## src/rtl/shift16_pkg.sv

```systemverilog
// rtl/shift16_pkg.sv - shared types and constants for the 16-bit sequenced shifter
package shift16_pkg;

  localparam int LANE_W = 8;
  localparam int WORD_W = 16;

  localparam logic DIR_RIGHT = 1'b0;
  localparam logic DIR_LEFT  = 1'b1;

  typedef enum logic [2:0] {
    IDLE,
    PA,
    PB,
    PC,
    DONE
  } state_t;

endpackage

```

## src/rtl/barrel_shifter.sv

```systemverilog
// rtl/barrel_shifter.sv - combinational 8-bit logical shifter lane
module barrel_shifter
  import shift16_pkg::*;
(
  input  logic [LANE_W-1:0] inp,
  input  logic [2:0]        shamt,
  input  logic              dir,
  output logic [LANE_W-1:0] out
);

  always_comb begin
    if (dir == DIR_LEFT) out = inp << shamt;
    else                 out = inp >> shamt;
  end

endmodule

```

## src/rtl/shift16_seq.sv

```systemverilog
// rtl/shift16_seq.sv - 16-bit logical shift built from up to three passes of one 8-bit lane
module shift16_seq
  import shift16_pkg::*;
(
  input  logic              clk,
  input  logic              rst_n,
  input  logic              start,
  input  logic [WORD_W-1:0] data,
  input  logic [3:0]        shamt,
  input  logic              dir,
  output logic              busy,
  output logic              done,
  output logic [WORD_W-1:0] result
);

  state_t state, next_state;

  logic [LANE_W-1:0] hi, lo, acc;
  logic [3:0]        k;
  logic              d;

  logic [LANE_W-1:0] sh_inp, sh_out;
  logic [2:0]        sh_amt;
  logic              sh_dir;

  barrel_shifter u_lane (
    .inp   (sh_inp),
    .shamt (sh_amt),
    .dir   (sh_dir),
    .out   (sh_out)
  );

  // Lane drive depends on registered state only, so each pass is one reg-to-reg path.
  always_comb begin
    next_state = state;
    sh_inp     = lo;
    sh_amt     = k[2:0];
    sh_dir     = d;
    case (state)
      IDLE: begin
        if (start) next_state = (shamt == 4'd0) ? DONE : PA;
      end
      PA: begin
        if (k[3]) begin
          sh_inp     = (d == DIR_LEFT) ? lo : hi;
          next_state = DONE;
        end else begin
          sh_inp     = (d == DIR_LEFT) ? hi : lo;
          next_state = PB;
        end
      end
      PB: begin
        // Bits crossing the byte boundary: opposite direction by 8-k (== -k mod 8).
        sh_inp     = (d == DIR_LEFT) ? lo : hi;
        sh_amt     = 3'd0 - k[2:0];
        sh_dir     = ~d;
        next_state = PC;
      end
      PC: begin
        sh_inp     = (d == DIR_LEFT) ? lo : hi;
        next_state = DONE;
      end
      DONE: begin
        next_state = IDLE;
      end
      default: begin
        next_state = IDLE;
      end
    endcase
  end

  assign busy = (state != IDLE);
  assign done = (state == DONE);

  always_ff @(posedge clk) begin
    if (!rst_n) begin
      state  <= IDLE;
      hi     <= '0;
      lo     <= '0;
      acc    <= '0;
      k      <= '0;
      d      <= DIR_RIGHT;
      result <= '0;
    end else begin
      state <= next_state;
      case (state)
        IDLE: begin
          if (start) begin
            hi <= data[15:8];
            lo <= data[7:0];
            k  <= shamt;
            d  <= dir;
            if (shamt == 4'd0) result <= data;
          end
        end
        PA: begin
          if (k[3]) begin
            result <= (d == DIR_LEFT) ? {sh_out, 8'h00} : {8'h00, sh_out};
          end else begin
            acc <= sh_out;
          end
        end
        PB: begin
          acc <= acc | sh_out;
        end
        PC: begin
          result <= (d == DIR_LEFT) ? {acc, sh_out} : {sh_out, acc};
        end
        default: begin
        end
      endcase
    end
  end

endmodule

```

## config.mk

```make
export PLATFORM = sky130hd
export DESIGN_NAME = shift16_seq
export DESIGN_NICKNAME = d
export VERILOG_FILES = /design/src/rtl/shift16_pkg.sv /design/src/rtl/barrel_shifter.sv /design/src/rtl/shift16_seq.sv
export SDC_FILE = /design/constraint.sdc
export NUM_CORES = 1
export LEC_CHECK = 0
export CORE_ASPECT_RATIO = 1.75
export CORE_MARGIN = 5
export CORE_UTILIZATION = 56
export CTS_CLUSTER_DIAMETER = 200
export DETAILED_ROUTE_END_ITERATION = 8
export PLACE_DENSITY_LB_ADDON = 0.08
export SLEW_MARGIN = 25
export SYNTH_ARGS = -nofsm -noshare
export SYNTH_HDL_FRONTEND = slang
export SYNTH_SLANG_ARGS = --single-unit
```

## constraint.sdc

```tcl
create_clock -name clk -period 3.3 [get_ports clk]
set_input_delay 0.99 -clock clk [delete_from_list [all_inputs] [get_ports clk]]
set_output_delay 0.99 -clock clk [all_outputs]
set_load 0.02 [all_outputs]
```

==> results summary <==
The mux cell area share after synthesis came out at 10.6%. The remaining antenna violation count came out at 0. 0 antenna diodes ended up in the layout.

In this run the power spent charging and discharging nets is 0.000645 W. The tightest hold path in the finished design has a slack of about 470 ps. The measured slew at the worst slew-check pin is roughly 770 ps. The area of combinational cells with multiple inputs is 2130 sq um.

The total count of hold-check failures in the final report came out at 0. The global route total overflow is 0. The initial antenna violation count came to 0. Summed over its instances, the top area cell type makes up 29.3% of the synthesized netlist area. By area the synthesized netlist is led by sky130_fd_sc_hd__dfxtp_1 29%, sky130_fd_sc_hd__nand2_1 9.4%, sky130_fd_sc_hd__a21boi_0 5.3%, sky130_fd_sc_hd__mux2i_1 4.3%, sky130_fd_sc_hd__mux4_2 4.1%.

The internal portion of total power came out at approximately 0.0011 W. STA classifies the critical path endpoint as a flip-flop. Derived from the worst setup path, the maximum achievable clock frequency is 321 MHz. The die height is approximately 110 um. The detailed-placement wirelength estimate came out at 8980 um.

The post-layout instance area came out at between 3000 and 4000 sq um. The post-route minimum period came out at slightly above 3000 ps. The worst setup path is launched from a flip-flop. Setup violations remaining at the end of the flow were counted as 0.

The number of pins with negative max-slew slack in the final report came out at 0. The sum of negative setup slack is 0 ps. After synthesis, the largest family of logic cells by area is compound AO/OA/AOI/OAI gates.

The number of hold-repair buffers added at the cts stage came out at 0. The count of input and output buffers came out at 41. The die outline area came out at 7550 sq um. Setup repair after global routing left no endpoint under its margin. The layout-stage area growth over the synthesis result came out at 20.5%.

After floorplanning, the core was sized to cover 5790 sq um. The average cell area after synthesis came out at approximately 7.8 sq um. The later-pin clock latency in the skew report came out at 310 ps. The biggest fanout along the worst timing path came out at 8. The number of clock sinks seen by CTS came out at 48. The post-route fraction of the period consumed by the critical path is a little over nine tenths.

The parity-gate share of the synthesized area counting xor and xnor cells is 0.801%. The total placed instance area is around 3900 sq um. At the placement stage, the worst setup path has a slack of 54.2 ps. The data required time of the critical path is roughly 3600 ps. The fill cell total of the finished layout came out at approximately 520. The vias per cell is ~6.5. The most common cell in the synthesized netlist is sky130_fd_sc_hd__nand2_1. The horizontal extent of the die is roughly 68 um. The register clock-pin slew on the reported worst setup and hold paths is around 90 ps.

The path class of the tightest hold or removal check is flip-flop to flip-flop. The maximum number of pins on one net before global-route repair is 38. Data arrives at the worst endpoint at about 3400 ps.

The path type of the worst setup path is flip-flop to flip-flop. The maximum clock skew at final layout came out at roughly 8 ps. The routed layout has 3544 vias. After Yosys synthesis, and, or, nand and nor cells account for approximately a quarter of the synthesized area. The routability congestion estimate from global placement came out at about 0.96. The synthesis warning total came out at 0. The clock tree root buffer cell is sky130_fd_sc_hd__clkbuf_8. The flop and latch count out of synthesis is 48. TritonCTS built the clock tree. The number of clock buffers added by TritonCTS is 5. Summed over all cells, the static leakage comes to roughly 1.4 nW. The first global-routing pass estimated approximately 18000 um of wire. The compound-gate portion of the synthesized area is between 20% and 30%. The total power divided by cell area is ~430 nW/um^2.

Of the total synthesized cell area, the portion taken by full adders, half adders and majority gates is less than 1%. The largest area contributor in the netlist is sky130_fd_sc_hd__dfxtp_1. By count the netlist is led by 82 x sky130_fd_sc_hd__nand2_1, 48 x sky130_fd_sc_hd__dfxtp_1, 26 x sky130_fd_sc_hd__clkbuf_1, 23 x sky130_fd_sc_hd__a21boi_0, 23 x sky130_fd_sc_hd__nor2_1. The run finished with clean final reports. The initial utilization of the core area, before any placement, comes to 56.7%.

The global-route usage over all layers came out at a little under a third. The relative max-transition margin is between 40% and 50%. The number of synthesized flops with an enable pin came out at 0.

The iteration count of the initial detailed-routing pass came out at 5. The most common flop cell mapped by yosys is sky130_fd_sc_hd__dfxtp_1. The clock network fraction of total power is 20.4%. The async set-or-reset flop fraction in the synthesized netlist came out at 0%.

In this run, flip-flops and latches consume about two fifths of the power. The peak supply drop is around 340 uV. The distinct cell type count after synthesis is between 60 and 70. The synthesized netlist occupies a cell area of 3280 sq um. Synthesis produced 422 cells. The final layout contains routed wiring with a total length of between 10000 and 15000 um. The maximum count of clock buffers along a single path is 2.

In the final design database the tool counted roughly 490 nets. The H-tree depth reported by CTS came out at 2. The buffers inserted during post-CTS setup optimization came out at 0.

Combinational cells account for around two fifths of the total power. The register area share after synthesis is 29.3%. The final worst setup slack came out at between 150 and 200 ps. The proportion of total power due to net switching came out at between 30% and 40%. The mean routed wirelength per cell is approximately 21 um. The number of DRC violations after detailed routing came out at 0. The number of design-rule violations left by the first detailed-router iteration came out at ~270. Registers take 961 sq um. The number of global-route vias before repair came out at approximately 3500.

The top-level I/O count came out at 42. The layout cell share with drive strength beyond 1 is around an eighth. The max capacitance violation total came out at 0. The net count after synthesis came out at between 400 and 500. The number of placement rows came out at 37.
logic make-up after synthesis:
family | after synthesis
flip-flops | 48
buffers and inverters | 45
XOR/XNOR | 3
AND/OR/NAND/NOR | 164
multiplexers | 26
adder cells (fa/ha/maj) | 1
AO/OA/AOI/OAI | 135
registers in the layout, summed over array words and instances, names as in the netlist:
name,flops
result,16
d,1
lo,8
state,3
hi,8
acc,8
k,4
final timing paths:
| check | startpoint | end | slack, ps | depth (start not counted) |
|---|---|---|---|---|
| worst max-delay path | k[1]$_SDFFE_PN0P_ | result[12]$_SDFFE_PN0P_ | 180 | 11 |
| worst min-delay path | hi[7]$_SDFFE_PN0P_ | hi[7]$_SDFFE_PN0P_ | 470 | 2 |
| worst max register to register | k[1]$_SDFFE_PN0P_ | result[12]$_SDFFE_PN0P_ | 180 | 11 |
| worst min register to register | hi[7]$_SDFFE_PN0P_ | hi[7]$_SDFFE_PN0P_ | 470 | 2 |
worst max-delay path: stages (launching register included):
cell and delay, ps:
sky130_fd_sc_hd__dfxtp_1 410, sky130_fd_sc_hd__inv_1 70, sky130_fd_sc_hd__ha_1 280, sky130_fd_sc_hd__and4bb_2 330
sky130_fd_sc_hd__a21o_2 240, sky130_fd_sc_hd__buf_4 170, sky130_fd_sc_hd__a211oi_2 70, sky130_fd_sc_hd__a311oi_1 340
sky130_fd_sc_hd__o21ai_0 220, sky130_fd_sc_hd__a21o_1 220, sky130_fd_sc_hd__a221oi_1 450, sky130_fd_sc_hd__o221a_2 280
repair_timing:
item,4_1_cts,5_1_grt
endpoints found under the hold margin,0,0
gates resized for setup,0,1
setup endpoints to repair,0,2
cell type report:
cell class                 instances  share of cell area [%]
clock buffer                       5                    1.74
timing repair buffer              71                    16.1
tap                               78                    2.47
inverter                          13                    1.23
sequential                        48                    24.3
clock inverter                     2                   0.317
multi-input combinational        329                    53.8
power groups by stage:
stage / Clock, W / Sequential (W) / Combinational, W
detailed placement: 0 / 0.000692 / 0.000656
floorplan: 0 / 0.000700 / 0.000404
global placement: 0 / 0.000691 / 0.000649
CTS: 0.000350 / 0.000678 / 0.000660
global route: 0.000368 / 0.000685 / 0.000721
finish: 0.000347 / 0.000679 / 0.000673
placed cells by master, fill, tap and decap left out, drive strengths merged, types with 7 or more instances in the layout:
| cell | n |
|---|---|
| buf | 30 |
| a21oi | 15 |
| nor2b | 8 |
| and2 | 7 |
| nand3 | 17 |
| dfxtp | 48 |
| nor3 | 8 |
| mux2i | 14 |
| a211oi | 13 |
| a21boi | 23 |
| nand2 | 82 |
| inv | 11 |
| clkdlybuf4s50 | 41 |
| nor2 | 23 |
| o21ai | 23 |
| a22oi | 7 |
| a31oi | 7 |
layer usage:
| metal | part of all wire (%) | vias to the layer above | GRT usage, % |
|---|---|---|---|
| li1 | - | 1635 | - |
| met1 | 35 | 1671 | 35.4 |
| met2 | 53 | 170 | 53.6 |
| met3 | 4.6 | 68 | 4.77 |
| met4 | 7.7 | 0 | 20.6 |
| met5 | 0 | - | 0 |
metrics by stage:
stage	std cells	total power [W]	utilization (%)
final	546	0.00170	68.3
after global routing	546	0.00177	68.3
after CTS	546	0.00169	68.3
after detailed placement	539	0.00135	66.9
after global placement	539	0.00134	66.9
after floorplan	422	0.00110	-
Power figures use the tool's default switching activity.
